## src/rtl/keypad_pkg.sv

```systemverilog
// Shared types and constants for the 4x4 keypad scan controller.
package keypad_pkg;

    typedef enum logic [1:0] {
        SCAN     = 2'd0,
        DEBOUNCE = 2'd1,
        PRESSED  = 2'd2,
        RELEASE  = 2'd3
    } scan_state_t;

    localparam int NUM_ROWS = 4;
    localparam int NUM_COLS = 4;

    localparam logic [NUM_ROWS-1:0] ROW_RESET = 4'b0001;

    function automatic logic [NUM_ROWS-1:0] row_onehot(input logic [1:0] idx);
        return ROW_RESET << idx;
    endfunction

endpackage

```

## src/rtl/keypad_onehot_decode.sv

```systemverilog
// Classifies a column pattern as a single pressed key and returns its column index.
module keypad_onehot_decode
    import keypad_pkg::*;
(
    input  logic [NUM_COLS-1:0] column,
    output logic                is_onehot,
    output logic [1:0]          index
);

    // Only an exact single-bit pattern counts as a key; zero or several bits do not.
    always_comb begin
        is_onehot = 1'b0;
        index     = 2'd0;
        case (column)
            4'b0001: begin is_onehot = 1'b1; index = 2'd0; end
            4'b0010: begin is_onehot = 1'b1; index = 2'd1; end
            4'b0100: begin is_onehot = 1'b1; index = 2'd2; end
            4'b1000: begin is_onehot = 1'b1; index = 2'd3; end
            default: begin is_onehot = 1'b0; index = 2'd0; end
        endcase
    end

endmodule

```

## src/rtl/keypad_scan_controller.sv

```systemverilog
// Row-scanning keypad controller: settles each row, debounces press and release,
// and emits a one-cycle key event with the accepted key index.
module keypad_scan_controller
    import keypad_pkg::*;
#(
    parameter int SETTLE_CYCLES   = 4,
    parameter int DEBOUNCE_CYCLES = 20000
) (
    input  logic                clk,
    input  logic                reset,
    input  logic [NUM_COLS-1:0] stabilized_column,
    output logic [NUM_ROWS-1:0] keypad_row,
    output logic [3:0]          key_code,
    output logic                key_valid,
    output logic                key_held
);

    localparam int MAX_COUNT = (SETTLE_CYCLES > DEBOUNCE_CYCLES) ? SETTLE_CYCLES : DEBOUNCE_CYCLES;
    localparam int CNT_W     = $clog2(MAX_COUNT) + 1;

    localparam logic [CNT_W-1:0] SETTLE_LAST = CNT_W'(SETTLE_CYCLES - 1);
    localparam logic [CNT_W-1:0] DEB_LAST    = CNT_W'(DEBOUNCE_CYCLES - 1);
    localparam logic [CNT_W-1:0] CNT_MAX     = {CNT_W{1'b1}};
    localparam logic [CNT_W-1:0] CNT_ZERO    = {CNT_W{1'b0}};

    scan_state_t         state_r, state_s;
    logic [1:0]          row_idx_r, row_idx_s;
    logic [CNT_W-1:0]    cnt_r, cnt_s, cnt_inc_s;
    logic [NUM_COLS-1:0] col_pat_r, col_pat_s;
    logic [1:0]          col_idx_r, col_idx_s;
    logic [3:0]          key_code_r, key_code_s;
    logic                key_valid_r, key_valid_s;
    logic                key_held_r, key_held_s;
    logic [NUM_ROWS-1:0] keypad_row_r;
    logic                col_onehot_s;
    logic [1:0]          col_dec_idx_s;
    logic                col_match_s;

    keypad_onehot_decode u_decode (
        .column    (stabilized_column),
        .is_onehot (col_onehot_s),
        .index     (col_dec_idx_s)
    );

    assign cnt_inc_s   = (cnt_r == CNT_MAX) ? cnt_r : cnt_r + CNT_W'(1);
    assign col_match_s = (stabilized_column == col_pat_r);

    // Next-state, counter and output decisions for the scan/debounce FSM.
    always_comb begin
        state_s     = state_r;
        row_idx_s   = row_idx_r;
        cnt_s       = cnt_r;
        col_pat_s   = col_pat_r;
        col_idx_s   = col_idx_r;
        key_code_s  = key_code_r;
        key_valid_s = 1'b0;
        key_held_s  = key_held_r;
        case (state_r)
            SCAN: begin
                key_held_s = 1'b0;
                if (cnt_r >= SETTLE_LAST) begin
                    cnt_s = CNT_ZERO;
                    if (col_onehot_s) begin
                        col_pat_s = stabilized_column;
                        col_idx_s = col_dec_idx_s;
                        state_s   = DEBOUNCE;
                    end else begin
                        row_idx_s = row_idx_r + 2'd1;
                    end
                end else begin
                    cnt_s = cnt_inc_s;
                end
            end
            DEBOUNCE: begin
                if (!col_match_s) begin
                    state_s = SCAN;
                    cnt_s   = CNT_ZERO;
                end else if (cnt_r >= DEB_LAST) begin
                    state_s     = PRESSED;
                    cnt_s       = CNT_ZERO;
                    key_code_s  = {row_idx_r, col_idx_r};
                    key_valid_s = 1'b1;
                    key_held_s  = 1'b1;
                end else begin
                    cnt_s = cnt_inc_s;
                end
            end
            PRESSED: begin
                key_held_s = 1'b1;
                if (col_match_s) begin
                    state_s = PRESSED;
                end else begin
                    state_s = RELEASE;
                    cnt_s   = CNT_ZERO;
                end
            end
            RELEASE: begin
                key_held_s = 1'b1;
                // A returning pattern is release bounce: resume PRESSED without a new event.
                if (col_match_s) begin
                    state_s = PRESSED;
                    cnt_s   = CNT_ZERO;
                end else if (cnt_r >= DEB_LAST) begin
                    state_s    = SCAN;
                    cnt_s      = CNT_ZERO;
                    key_held_s = 1'b0;
                    row_idx_s  = row_idx_r + 2'd1;
                end else begin
                    cnt_s = cnt_inc_s;
                end
            end
            default: begin
                state_s    = SCAN;
                cnt_s      = CNT_ZERO;
                key_held_s = 1'b0;
            end
        endcase
    end

    // State, counters and registered outputs.
    always_ff @(posedge clk or negedge reset) begin
        if (!reset) begin
            state_r      <= SCAN;
            row_idx_r    <= 2'd0;
            cnt_r        <= CNT_ZERO;
            col_pat_r    <= 4'd0;
            col_idx_r    <= 2'd0;
            key_code_r   <= 4'd0;
            key_valid_r  <= 1'b0;
            key_held_r   <= 1'b0;
            keypad_row_r <= ROW_RESET;
        end else begin
            state_r      <= state_s;
            row_idx_r    <= row_idx_s;
            cnt_r        <= cnt_s;
            col_pat_r    <= col_pat_s;
            col_idx_r    <= col_idx_s;
            key_code_r   <= key_code_s;
            key_valid_r  <= key_valid_s;
            key_held_r   <= key_held_s;
            keypad_row_r <= row_onehot(row_idx_s);
        end
    end

    assign keypad_row = keypad_row_r;
    assign key_code   = key_code_r;
    assign key_valid  = key_valid_r;
    assign key_held   = key_held_r;

endmodule

```

## config.mk

```make
export PLATFORM = sky130hd
export DESIGN_NAME = keypad_scan_controller
export DESIGN_NICKNAME = d
export VERILOG_FILES = /design/src/rtl/keypad_pkg.sv /design/src/rtl/keypad_onehot_decode.sv /design/src/rtl/keypad_scan_controller.sv
export SDC_FILE = /design/constraint.sdc
export NUM_CORES = 1
export LEC_CHECK = 0
export ABC_CLOCK_PERIOD_IN_PS = 2100
export CAP_MARGIN = 20
export CORE_MARGIN = 4
export CORE_UTILIZATION = 51
export DETAILED_ROUTE_END_ITERATION = 12
export GPL_TIMING_DRIVEN = 0
export HOLD_SLACK_MARGIN = 0.02
export PLACE_DENSITY = 0.83
export SYNTH_ARGS = -nofsm -noshare
export SYNTH_HDL_FRONTEND = slang
export SYNTH_HIERARCHICAL = 1
export SYNTH_SLANG_ARGS = --single-unit
```

## constraint.sdc

```tcl
create_clock -name clk -period 2.1 [get_ports clk]
set_input_delay 0.42 -clock clk [delete_from_list [all_inputs] [get_ports clk]]
set_output_delay 0.42 -clock clk [all_outputs]
set_load 0.005 [all_outputs]
```

* After elaboration in Yosys (flattened, before gate mapping)
Cells that the tools add are included.
Storage, ports and cells: bits in registers 36, bits of input ports 6, output and inout port bits 10, word-level logic and storage cells 66
Operators by class: $add $sub $neg 2, order comparisons 2, equal/unequal tests 16, shift-type cells 1, multiplexer cells 30, reduce and logical (&&, ||, !) cells 6
Operators by type and width (count):
- $mux 16 | 6
- $pmux 16 s4 | 1
- $mux 2 | 10
- $add 16x1->16 const B | 1
- $eq 16x16->1 const B | 1
- $ge 16x15->1 const B | 1
- $ge 16x2->1 const B | 1
- $ne 2x2->1 const B | 5
- $mux 1 | 9
- $pmux 2 s4 | 1
- $ne 3x3->1 const B | 2
- $pmux 2 s3 | 1
- $reduce_and 3->1 | 2
- $eq 2x2->1 const B | 2
- $eq 4x1->1 const B | 1
- $eq 4x2->1 const B | 1
- $eq 4x3->1 const B | 1
- $eq 4x4->1 | 1
- $eq 4x4->1 const B | 1
- $pmux 1 s4 | 1
- $pmux 2 s2 | 1
- $reduce_and 4->1 | 1
- $reduce_or 4->1 | 1
- $shl 1x2->4 const A | 1
- other kinds (4) | 4

* Logic depth before layout (Yosys ltp)
Gate-level depths: netlist (run 1).
word-level depth 7, depth in mapped cells 8, gate-level depth less buffers 8

* Hierarchy
Netlist (run 1), hierarchy kept.
Modules (own cells, without submodules):
- keypad_scan_controller | instances 1, cells each 174, area each 1844.3 µm², sequential area each 902.1 µm²
- keypad_onehot_decode | instances 1, cells each 7, area each 51.3 µm², sequential area each 0.0 µm²

* Worst setup path after synthesis (run 1)
OpenSTA, ideal clock, no wires.
kind input port to flip-flop, start input port stabilized_column[3], end register keypad_row_r[2] (netlist: keypad_row[2]), setup time 0.128 ns, arrival 2.020 ns, required time 1.972 ns, setup slack -0.049 ns, stages on the path 8, buffers on the path 0, cells stage by stage xnor2_1 > nor3_1 > or3_1 > a41oi_1 > nand2_1 > mux2_2 > a211o_1 > nor2b_1
On the way: longest elaborated chain between the ends 7, elaborated cells on any way between the ends 12, classes of those cells eq/ne (5); shift (1); mux (5); reduce/logical (1)
Ends and longest elaborated chain:
- start, declared | line keypad_scan_controller.sv:11 | input logic [NUM_COLS-1:0] stabilized_column,
- $eq 4x1->1, or another cell as far along | line keypad_onehot_decode.sv:14 | case (column)
- $reduce_or 4->1 (no line) (*)
- $mux 1 (*) | line keypad_onehot_decode.sv:14
- net col_onehot_s | line keypad_scan_controller.sv:35 | logic col_onehot_s;
- $mux 2 (*) | line keypad_scan_controller.sv:63 | if (col_onehot_s) begin
- $mux 2 (*) | line keypad_scan_controller.sv:61 | if (cnt_r >= SETTLE_LAST) begin
- $pmux 2 s2 (*) | line keypad_scan_controller.sv:58 | case (state_r)
- net row_idx_s[1] | line keypad_scan_controller.sv:27 | logic [1:0] row_idx_r, row_idx_s;
- $shl 1x2->4 (*) | line keypad_pkg.sv:17 | return ROW_RESET << idx;
- end signal, assigned | line keypad_scan_controller.sv:141 | keypad_row_r <= row_onehot(row_idx_s);
- end, declared | line keypad_scan_controller.sv:34 | logic [NUM_ROWS-1:0] keypad_row_r;
The timed path passes the listed nets; every way through them passes the cells marked *. A chain may end at the register's enable or synchronous reset.

* Final worst setup path (run 1)
start register cnt_r[14], end register keypad_row_r[3] (netlist: keypad_row[3])
On the way: longest elaborated chain between the ends 5, elaborated cells on any way between the ends 7, classes of those cells order compare (2); shift (1); mux (4)
Ends and longest elaborated chain:
- start, declared | line keypad_scan_controller.sv:28 | logic [CNT_W-1:0] cnt_r, cnt_s, cnt_inc_s;
- start signal, assigned | line keypad_scan_controller.sv:135 | cnt_r <= cnt_s;
- $ge 16x15->1 | line keypad_scan_controller.sv:103 | end else if (cnt_r >= DEB_LAST) begin
- $mux 2 | line keypad_scan_controller.sv:103
- $mux 2 | line keypad_scan_controller.sv:100 | if (col_match_s) begin
- $pmux 2 s2 (*) | line keypad_scan_controller.sv:58
- net row_idx_s[1] | line keypad_scan_controller.sv:27
- $shl 1x2->4 (*) | line keypad_pkg.sv:17
Marked as above.

==> results.yml, run 1 <==
die:
  row_count: 21
  die_h_um: 69.0
  die_area_mm2: 0.00476
  die_w_um: 69.0
  start_util: 0.547
  coreArea_mm2: 0.00347
  pin_count: 16
layout:
  drive_gt1_frac: 0.266
  final_common_cell: "dfrtp_1"
  synthToLayoutAreaGrowth_pct: 25.3
  postLayoutCellArea_mm2: 0.00238
  nets: 224
  fin_util: 0.685
  fill_cells: 252
  antennaDiodeCount: 0
  layout_common_cells: "33 x dfrtp_1, 21 x nor2_1, 13 x nand2_1, 12 x mux2_2"
yosys:
  ys_dominant_reg_cell: "dfrtp_1"
  synthTopCellsByArea: "dfrtp_1 46%, mux2_2 7.7%, xor2_1 4.6%"
  synth_edf_count: 0
  syn_nets: 192
  ys_seq_elements: 36
  synth_cell_type_count: 40
  syn-mean-instance-area_um2: 10.5
  syn_inst: 181
  synth_largest_area_cell: "dfrtp_1"
  yosysTopAreaCellShare: 0.462
  synth-async-reset-ratio: 1.00
  syn_area_mm2: 0.00190
  synth_warnings: 6
  ys_seq_area_frac: 0.476
sta:
  rsz0062_at_grt: "true"
  relSlewSlack: 0.476
  post-route-period-util: 1.03
  worst_slack_ns: -0.0641
  fmax_mhz: 462
  fin_tns_setup_ns: -0.106
  hold_viol_final: 0
  slew_violations: 0
  fin_crit_ns: 2.16
  worst_pin_slew_ns: 0.786
  setup_violations: 2
  fin_worst_skew_ns: 0.00774
worst_setup_path:
  crit_end: "keypad_row[3]$_DFF_PN0_"
  r2r-end: "keypad_row[3]$_DFF_PN0_"
  timing.rr.start: "cnt_r[14]$_DFFE_PN0P_"
  cp-end-kind: "flop"
  critical_path_arrival_ns: 2.34
  ff2ff_path_depth: 6
  cp_max_fo: 6
  startpoint: "cnt_r[14]$_DFFE_PN0P_"
  path_class: "flop to flop"
  r2r_slack_ns: -0.06
  critPathLaunchType: "flop"
  crit_required_ns: 2.28
clock_network:
  clkSlewWorstSetupHoldPaths_ns: 0.07
  cts_root_buf: "clkbuf_8"
  cts_sinks: 36
  cts_max_level: 2
  cts_tree: "done"
  cts_buffer_depth: 2
  cts_hold_buf: 0
  cts_buffers: 5
  worstSkewPairLatency_ns: 0.29
power_and_ir_drop:
  leakagePower_nw: 1.07
  p_per_area_mw_per_mm2: 1040
  vdd_drop_max_mv: 0.590
  power_mw: 2.48
detailed_routing:
  top_layer: "met4"
  finalWirelength_um: 3970
  ant_nets: 0
  drcViolationCount: 0
  wl_met3_um: 159
  dr.first_iter.drc_count: 117
  viasPerCell: 5.71
  dr.pass1.iters: 4
  wl_met2_um: 1960
  wl_per_cell_um: 15.3
  num_vias: 1485
  wl_met1_um: 1750
global_route:
  antenna_found_initial: 0
  overflow: 0
  grt_usage: 0.186
  grt_start_max_net_pins: 37
  grt_pass1_wl_um: 6450
  first_global_vias: 1473
place:
  place_congestion: 0.814
  place_worst_setup_slack_ns: -0.762
  dpl-instance-area_mm2: 0.00211
  hpwl_um: 2540
  port_buffers: 15
run_status:
  violations: "negative setup slack"
  outcome: "finished with violations"
min_path:
  hold_class: "input port to async pin"
run:
  cap_violations: 0
state kept, by name, summed over array words and instances (netlist names), named ones only:
signal	flops
cnt_r	16
col_pat_r	4
key_code	4
keypad_row	4
col_idx_r	2
row_idx_r	2
key_held	1
key_valid	1
state_r	1
how the worst min path moves through the flow:
stage	slack (ns)	end
2_1_floorplan	0.12	async pin
3_3_place_gp	0.49	key_code[0]$_DFFE_PN0P_
3_5_place_dp	0.49	col_idx_r[1]$_DFFE_PN0P_
4_1_cts	0.24	cnt_r[1]$_DFFE_PN0P_
5_1_grt	0.29	cnt_r[12]$_DFFE_PN0P_
6_report	0.21	cnt_r[1]$_DFFE_PN0P_
repair_timing:
item / 4_1_cts / 5_1_grt
pin swaps: 6 / 5
endpoints found under the setup margin: 34 / 16
resized for setup: 25 / 21
buffers inserted: 7 / 3
stage by stage:
stage | hold slack [ns] | cells
finish | 0.211 | 260
CTS | 0.241 | 257
detailed placement | 0.491 | 242
floorplan | 0.124 | 181
global placement | 0.488 | 242
global route | 0.288 | 260
cells in the mapped netlist (2+ instances only):
master,number
or3_1,3
and4_1,2
nor3_1,5
nor4_1,3
o21ai_1,2
inv_1,6
nand4_1,7
nand3_1,11
xnor2_1,6
o21ai_0,2
a21oi_1,3
and3_1,5
mux2i_1,4
mux2_2,13
dfrtp_1,35
nor2_1,21
nor4b_1,2
ha_1,5
nand2_1,13
and2_1,2
nor2b_1,2
xor2_1,10
a211oi_1,2
worst max-delay path: stages, from the launching register on:
cell	delay (ns)
dfrtp_1	0.45
nor4_2	0.45
a41oi_2	0.21
nand2_1	0.14
mux2_4	0.31
a211o_1	0.32
and2_1	0.18
final cells by class:
type                    count  area, µm²  area share
multi-input cells         136       1070       0.452
flip-flops and latches     36        905       0.381
repair buffers             25        213      0.0895
clock buffers               7       76.3      0.0321
well taps                  46       57.6      0.0242
plain buffers               3       22.5     0.00948
inverters                   6       22.5     0.00948
clock inverters             1       5.00     0.00211
routing by layer:
| metal | up-vias | GRT usage |
|---|---|---|
| met1 | 727 | 0.231 |
| li1 | 709 | - |
| met2 | 36 | 0.290 |
| met4 | 0 | 0.107 |
| met5 | - | 0 |
| met3 | 13 | 0.0502 |
logic make-up (layout without fill, tap and decap cells):
family,Yosys count,count (layout),share of synthesized area
compound gates,19,19,0.0746
xor+xnor,16,16,0.0739
fa+ha+maj,5,5,0.0330
buf+inv,9,42,0.0224
flops,36,36,0.476
mux,18,18,0.104
simple gates,78,78,0.216
power by group:
group          internal [mW]  leakage [nW]  switching, mW
Combinational          0.526         0.540          0.557
Clock                  0.233        0.0422          0.235
Sequential             0.835         0.483         0.0963
No activity file was read; power rests on OpenSTA's default activity.
==> run 2, diff against run 1 <==
--- a/config.mk
+++ b/config.mk
@@ -12,6 +12,7 @@
 export DETAILED_ROUTE_END_ITERATION = 12
 export GPL_TIMING_DRIVEN = 0
 export HOLD_SLACK_MARGIN = 0.02
+export MAX_ROUTING_LAYER = met4
 export PLACE_DENSITY = 0.83
 export SYNTH_ARGS = -nofsm -noshare
 export SYNTH_HDL_FRONTEND = slang
==> run 2 against run 1 <==
  * The flow still finishes with violations (negative setup slack)
  * Sequential power about the same
  * Highest routed layer unchanged
  * Worst setup slack better by 0.011 ns
  * Clock skew about the same
  * Largest cell class unchanged
==> results.yml, run 2 (synthesized netlist as in run 1, its figures left out) <==
detailed_routing:
  top_layer: "met4"
  wl_met3_um: 170
  ant_nets: 0
  wl_met1_um: 1720
  finalWirelength_um: 3960
  num_vias: 1490
  wl_met2_um: 1960
  wl_per_cell_um: 15.2
  dr.pass1.iters: 4
  dr.first_iter.drc_count: 139
  viasPerCell: 5.73
  drcViolationCount: 0
worst_setup_path:
  timing.rr.start: "cnt_r[14]$_DFFE_PN0P_"
  crit_required_ns: 2.28
  r2r_slack_ns: -0.05
  crit_path_cell_trace: "nor4_2 -> a41oi_2 -> nand2_1 -> mux2_4 -> a211o_1 -> and2_1"
  cp_max_fo: 6
  cp-end-kind: "flop"
  critical_path_arrival_ns: 2.33
  ff2ff_path_depth: 6
  slowest_stage: "dfrtp_1"
  critPathLaunchType: "flop"
  crit_path_max_incr_delay_ns: 0.44
  cpLargestDelayFamily: "simple AND/OR/NAND/NOR gates"
  path_class: "flop to flop"
  critPathBufInv: 0
  r2r-end: "keypad_row[3]$_DFF_PN0_"
clock_network:
  cts_root_buf: "clkbuf_8"
  cts_buffer_depth: 2
  cts_buffers: 5
  cts_tree: "done"
  cts_max_level: 2
  clkSlewWorstSetupHoldPaths_ns: 0.07
  cts_hold_buf: 0
  cts_sinks: 36
  worstSkewPairLatency_ns: 0.29
sta:
  worst_slack_ns: -0.0526
  relSlewSlack: 0.476
  setup_violations: 2
  post-route-period-util: 1.03
  fmax_mhz: 465
  fin_crit_ns: 2.15
  fin_tns_setup_ns: -0.0826
  rsz0062_at_grt: "true"
  slew_violations: 0
  fin_worst_skew_ns: 0.00772
  hold_viol_final: 0
  worst_pin_slew_ns: 0.786
die:
  die_area_mm2: 0.00476
  coreArea_mm2: 0.00347
  die_w_um: 69.0
  start_util: 0.547
  row_count: 21
  die_h_um: 69.0
  pin_count: 16
run_status:
  outcome: "finished with violations"
  violations: "negative setup slack"
place:
  place_congestion: 0.826
  port_buffers: 15
  hpwl_um: 2540
global_route:
  first_global_vias: 1474
  grt_pass1_wl_um: 6440
  grt_usage: 0.191
  overflow: 0
  antenna_found_initial: 0
  grt_start_max_net_pins: 37
layout:
  largest_register_ffs: 16
  multi_input_area_mm2: 0.00107
  final_common_cell: "dfrtp_1"
  nets: 224
  layout_common_cells: "33 x dfrtp_1, 21 x nor2_1, 13 x nand2_1, 12 x mux2_2"
  seq_area_um2: 905
  fill_cells: 252
  antennaDiodeCount: 0
  drive_gt1_frac: 0.266
  synthToLayoutAreaGrowth_pct: 25.3
  top_register: "cnt_r"
run:
  cap_violations: 0
power_and_ir_drop:
  p_per_area_mw_per_mm2: 1040
  vdd_drop_max_mv: 0.591
  leakagePower_nw: 1.07
  power_mw: 2.48
min_path:
  hold_class: "input port to async pin"
==> run 2: worst max path at each step <==
stage,startpoint,to,slack (ns),depth (start not counted)
after detailed placement,stabilized_column[3],keypad_row[2]$_DFF_PN0_,-0.76,9
after global routing,col_pat_r[3]$_DFFE_PN0P_,cnt_r[14]$_DFFE_PN0P_,-0.16,5
after global placement,stabilized_column[3],keypad_row[2]$_DFF_PN0_,-0.72,9
after CTS,cnt_r[0]$_DFFE_PN0P_,cnt_r[3]$_DFFE_PN0P_,0.001,8
final,cnt_r[14]$_DFFE_PN0P_,keypad_row[3]$_DFF_PN0_,-0.05,6
after floorplan,cnt_r[0]$_DFFE_PN0P_,keypad_row[2]$_DFF_PN0_,0.02,7
==> run 2: final cells by class <==
| type | count | share of cell area |
|---|---|---|
| multi-input cells | 136 | 0.452 |
| flip-flops and latches | 36 | 0.381 |
| repair buffers | 25 | 0.0895 |
| clock buffers | 7 | 0.0321 |
| well taps | 46 | 0.0242 |
| plain buffers | 3 | 0.00948 |
| inverters | 6 | 0.00948 |
| clock inverters | 1 | 0.00211 |
==> run 2: layer usage <==
metal | up-vias | global-route usage
met4 | 0 | 0.107
li1 | 709 | -
met2 | 41 | 0.290
met1 | 727 | 0.231
met3 | 13 | 0.0502
met5 | - | -
==> run 2: repair_timing <==
action | 4_1_cts | 5_1_grt
gates cloned | 0 | 0
endpoints found under the setup margin | 34 | 16
gates resized for setup | 25 | 21
setup buffers | 7 | 3
pin swaps | 6 | 5
==> run 2: power by group <==
part | switching, mW | leakage [nW] | internal (mW) | total (mW)
clock network | 0.235 | 0.0422 | 0.233 | 0.467
registers | 0.0963 | 0.483 | 0.835 | 0.932
logic | 0.557 | 0.540 | 0.526 | 1.08
==> run 2: per-stage QoR <==
stage	util	setup WS (ns)	instance area (µm²)	hold WS, ns	instances
2_1_floorplan	-	0.0173	1900	0.124	181
3_3_place_gp	0.609	-0.721	2110	0.488	242
3_5_place_dp	0.607	-0.762	2110	0.491	242
4_1_cts	0.662	0.00113	2300	0.241	257
5_1_grt	0.685	-0.155	2380	0.288	260
6_report	0.685	-0.0526	2380	0.211	260
